==> src/rtl/decoder_arbiter_ctrl.sv <==
// Round-robin front end for a shared (13,8) syndrome decoder: arbitrates two
// codeword requesters, waits for the external decoder, returns tagged results.
module decoder_arbiter_ctrl #(
  parameter int DEC_WAIT = 1,
  parameter int CNT_W    = 16
) (
  input  logic              clk,
  input  logic              reset,
  input  logic              a_valid,
  input  logic [12:0]       a_cx,
  output logic              a_ready,
  input  logic              b_valid,
  input  logic [12:0]       b_cx,
  output logic              b_ready,
  output logic [12:0]       dec_cx,
  input  logic [7:0]        dec_d,
  output logic              out_valid,
  input  logic              out_ready,
  output logic [7:0]        out_d,
  output logic              out_src,
  output logic              out_err,
  output logic              busy,
  input  logic              clr_cnt,
  output logic [CNT_W-1:0]  word_cnt,
  output logic [CNT_W-1:0]  err_cnt
);

  // state | meaning
  // IDLE  | arbitrating between A and B, readys live for the granted side
  // WAIT  | codeword driven on dec_cx, counting down decoder settle time
  // HOLD  | result presented on out_*, waiting for out_ready
  typedef enum logic [1:0] {IDLE, WAIT, HOLD} state_t;

  localparam int WCW = (DEC_WAIT > 1) ? $clog2(DEC_WAIT) : 1;
  localparam logic [WCW-1:0] WAIT_LOAD = WCW'(DEC_WAIT - 1);

  state_t         state, state_nxt;
  logic [WCW-1:0] wait_cnt;
  logic           src, err;
  logic           last_grant;     // 0 = A, 1 = B
  logic           pick_b;
  logic           a_xfer, b_xfer;
  logic           capture;
  logic [12:0]    sel_cx;

  function automatic logic syn_nz(input logic [12:0] cx);
    logic [4:0] s;
    s[0] = cx[0] ^ cx[1] ^ cx[2] ^ cx[4] ^ cx[5] ^ cx[6] ^ cx[8];
    s[1] = cx[0] ^ cx[1] ^ cx[6] ^ cx[9];
    s[2] = cx[4] ^ cx[6] ^ cx[10];
    s[3] = cx[2] ^ cx[3] ^ cx[4] ^ cx[11];
    s[4] = cx[0] ^ cx[12];
    return |s;
  endfunction

  always_ff @(posedge clk) begin
    if (reset) state <= IDLE;
    else       state <= state_nxt;
  end

  always_comb begin
    state_nxt = state;
    a_ready   = 1'b0;
    b_ready   = 1'b0;
    a_xfer    = 1'b0;
    b_xfer    = 1'b0;
    capture   = 1'b0;
    // B wins when alone, or when both ask and A had the last grant
    pick_b    = b_valid & (~a_valid | ~last_grant);
    case (state)
      IDLE: begin
        if (!reset) begin
          a_ready = a_valid & ~pick_b;
          b_ready = pick_b;
        end
        a_xfer = a_valid & a_ready;
        b_xfer = b_valid & b_ready;
        if (a_xfer || b_xfer) state_nxt = WAIT;
      end
      WAIT: begin
        if (wait_cnt == '0) begin
          capture   = 1'b1;
          state_nxt = HOLD;
        end
      end
      HOLD: begin
        if (out_ready) state_nxt = IDLE;
      end
      default: state_nxt = IDLE;
    endcase
  end

  assign sel_cx = b_xfer ? b_cx : a_cx;
  assign busy   = (state != IDLE);

  always_ff @(posedge clk) begin
    if (reset) begin
      dec_cx     <= '0;
      src        <= 1'b0;
      err        <= 1'b0;
      last_grant <= 1'b1;
      wait_cnt   <= '0;
      out_d      <= '0;
      out_src    <= 1'b0;
      out_err    <= 1'b0;
      out_valid  <= 1'b0;
      word_cnt   <= '0;
      err_cnt    <= '0;
    end else begin
      if (a_xfer || b_xfer) begin
        dec_cx     <= sel_cx;
        src        <= b_xfer;
        err        <= syn_nz(sel_cx);
        last_grant <= b_xfer;
        wait_cnt   <= WAIT_LOAD;
      end else if (state == WAIT && !capture) begin
        wait_cnt <= wait_cnt - 1'b1;
      end

      if (capture) begin
        out_d     <= dec_d;
        out_src   <= src;
        out_err   <= err;
        out_valid <= 1'b1;
      end else if (state == HOLD && out_ready) begin
        out_valid <= 1'b0;
      end

      // clear has priority over a coincident capture
      if (clr_cnt) begin
        word_cnt <= '0;
        err_cnt  <= '0;
      end else if (capture) begin
        if (word_cnt != '1)        word_cnt <= word_cnt + 1'b1;
        if (err && err_cnt != '1)  err_cnt  <= err_cnt + 1'b1;
      end
    end
  end

endmodule
==> config.mk <==
export PLATFORM = sky130hd
export DESIGN_NAME = decoder_arbiter_ctrl
export DESIGN_NICKNAME = d
export VERILOG_FILES = /design/src/rtl/decoder_arbiter_ctrl.sv
export SDC_FILE = /design/constraint.sdc
export NUM_CORES = 1
export LEC_CHECK = 0
export CORE_MARGIN = 8
export CORE_UTILIZATION = 51
export CTS_BUF_LIST = sky130_fd_sc_hd__clkbuf_4 sky130_fd_sc_hd__clkbuf_8
export DETAILED_ROUTE_END_ITERATION = 10
export PLACE_DENSITY = 0.88
export SYNTH_ARGS = -nofsm -noshare
export SYNTH_HDL_FRONTEND = slang
export SYNTH_SLANG_ARGS = --single-unit
==> constraint.sdc <==
create_clock -name clk -period 2.75 [get_ports clk]
set_clock_uncertainty 0.2 [all_clocks]
set_input_delay 0.275 -clock clk [delete_from_list [all_inputs] [get_ports clk]]
set_output_delay 0.275 -clock clk [all_outputs]
set_load 0.01 [all_outputs]
==> metrics.cfg <==
[run_status]
status = finished clean

[grt]
grt_pass1_wl_mm = 14.7
grt_util_all_layers_pct = 21.0
grt_pass1_vias = 3124
antenna_found_initial = 0
grt_max_degree = 32
overflow = 0

[floorplanning]
chipWidth_um = 93.0
io_pins = 99
die_y_um = 93.0
start_util_pct = 52.0
dieArea_um2 = 8650
core_area_um2 = 5820
rows = 28

[final_layout]
area_growth_pct = 42.9
layout.cells.non_filler = 541
diodes = 0
post-route-util_pct = 74.3
drive_above_1_share_pct = 7.73
nets = 503
fill_cells = 456

[power_and_ir_drop]
peakVddDrop_mv = 0.398
leakage_nw = 1.46
power_density_nw_per_um2 = 522

[flow_run]
maxCapViolations = 0

[sta]
fmax_ghz = 0.427
setup_violations = 0
finalCriticalPeriod_ps = 2340
hold_violations = 0
slew_violations = 0
rsz0062_at_grt = false
relSlewSlack_pct = 56.4
finalSetupTns_ps = 0
tightest_slew_ps = 652
hold_ws_ps = 255
fin_crit_sh_pct = 85.1

[routing]
avgRoutedWirePerCell_um = 16.4
routed_wl_mm = 8.88
dr.pass1.iters = 4
drtIter0Drc = 148
drtAntennaViolNets = 0
vias_per_cell = 5.67
drc = 0
vias = 3067

[yosys]
yosysTopAreaCell = dfxtp_1
synth.distinct_cells = 43
synth_commonest_cells = 62 x dfxtp_1, 56 x nand2_1, 44 x nor2_1
yosysTopAreaCellShare_pct = 41.1
synth_area_um2 = 3020
ys_warn_count = 0
synthArstFlopShare_pct = 0
synthFlopType = dfxtp_1
synth.most_common_cell = dfxtp_1
synth-edff-count = 0
yosys_register_bits = 62
synthesis.nets = 403
ys_top_cells_by_area = dfxtp_1 41%, xnor2_1 8.4%, nand2_1 7.0%
seq_area_frac_synth_pct = 41.1
postSynthCellCount = 361
postSynthAreaPerCell_um2 = 8.37

[critical_path]
cp_slowest_stage_delay_ps = 600
endpoint_kind = output port
crit_fanout = 10
critPathSlowestCell = clkdlybuf4s50_1
cp-start-kind = flop
crit_family = buffers and inverters
path_cells = nor3_2 -> nand3_1 -> inv_1 -> clkdlybuf4s50_1
cp.arrival_ps = 1870
crit_buf_inv = 2
path_class = reg2out
critPathRequiredTime_ps = 2280

[clock_tree]
cts_buffers = 9
cts_setup_buffers = 0
cts-resized-gates = 0
htreeDepth = 3
clockBufferDepth = 2
clk_latency_ps = 340
cts_tree = yes
clock-sinks = 62
path_clk_slew_ps = 70
clockRootBuffer = clkbuf_8
postCtsHoldBufs = 0

[placed_design]
place.gp.congestion = 0.867
dp_cells = 525
dp_hpwl_mm = 6.45
portBuffers = 98

[hold_path]
hold_class = reg2reg

==> kinds of logic after synthesis <==
| kind of cell | count (synthesis) | synth area share (%) |
|---|---|---|
| simple gates | 169 | 28.1 |
| fa+ha+maj | 2 | 0.828 |
| buf+inv | 25 | 3.48 |
| mux | 2 | 0.662 |
| xor+xnor | 44 | 12.7 |
| flops | 62 | 41.1 |
| compound gates | 57 | 13.2 |
==> stage by stage <==
stage	cell area, um2	setup WS, ps	total power, mW
finish	4320	409	2.25
global route	4320	250	2.35
CTS	4320	411	2.27
detailed placement	4080	572	1.33
global placement	4080	600	1.32
floorplan	3020	836	1.15
==> state kept, by name, summed over array words and instances, names as in the netlist <==
name and flops:
out_err 1, last_grant 1, wait_cnt 1, src 1
dec_cx 13, err_cnt 16, word_cnt 16, out_valid 1
err 1, out_d 8, state 2, out_src 1
==> worst reg2reg max path, cell delays in order, from the launching register on <==
cell and delay (ps):
dfxtp_1 500, nor3b_4 410, and2_1 290, o21ai_2 140, or3_1 380, a21oi_1 160
==> layout by cell type (no fill, tap or decap), types with 2 or more instances in the layout <==
cell	instances
a211oi_1	5
a21oi_1	18
a311oi_1	14
a31oi_1	3
and2_1	3
and3_1	3
and4_1	6
buf_4	8
bufinv_16	2
clkbuf_8	12
clkdlybuf4s50_1	98
dfxtp_1	62
ha_1	2
inv_1	7
mux2i_1	2
nand2_1	56
nand2b_1	2
nand3_1	14
nand4_1	13
nor2_1	44
nor3_1	8
nor3_2	2
nor3b_1	3
o211ai_1	5
o21ai_0	5
or2_2	2
or3_1	4
or4_1	2
xnor2_1	29
xor2_1	15
==> power by group <==
part / total, mW / switching, mW / leakage [nW] / internal (mW)
clock network: 0.943 / 0.349 / 0.123 / 0.594
logic: 0.343 / 0.162 / 0.831 / 0.181
registers: 0.967 / 0.0307 / 0.504 / 0.937
==> per-layer routing <==
layer	routed length, um	GRT usage (%)	vias to the layer above
met1	3450	21.6	1466
li1	-	-	1467
met2	4420	35.8	112
met3	780	8.09	22
met4	232	12.1	0
met5	0	0	-
==> area by class of cell <==
class                      count  area [um2]  area share [%]
timing repair buffer         106        1040            24.1
clock inverter                 3        65.1            1.51
tap                           75        93.8            2.17
multi-input combinational    274        1680            38.8
inverter                       8        30.0           0.695
clock buffer                  13         173            4.00
sequential                    62        1240            28.7
==> worst paths after layout <==
| check | cells past startpoint | end | slack (ps) | startpoint |
|---|---|---|---|---|
| setup / recovery | 4 | b_ready | 410 | state[1]$_SDFFE_PP0P_ |
| hold / removal | 2 | out_d[0]$_SDFFE_PP0P_ | 260 | out_d[0]$_SDFFE_PP0P_ |
| setup reg to reg | 5 | err_cnt[12]$_SDFFE_PP0P_ | 590 | state[0]$_SDFFE_PP0P_ |
| hold reg to reg | 2 | out_d[0]$_SDFFE_PP0P_ | 260 | out_d[0]$_SDFFE_PP0P_ |
No activity file was read; power rests on OpenSTA's default activity.
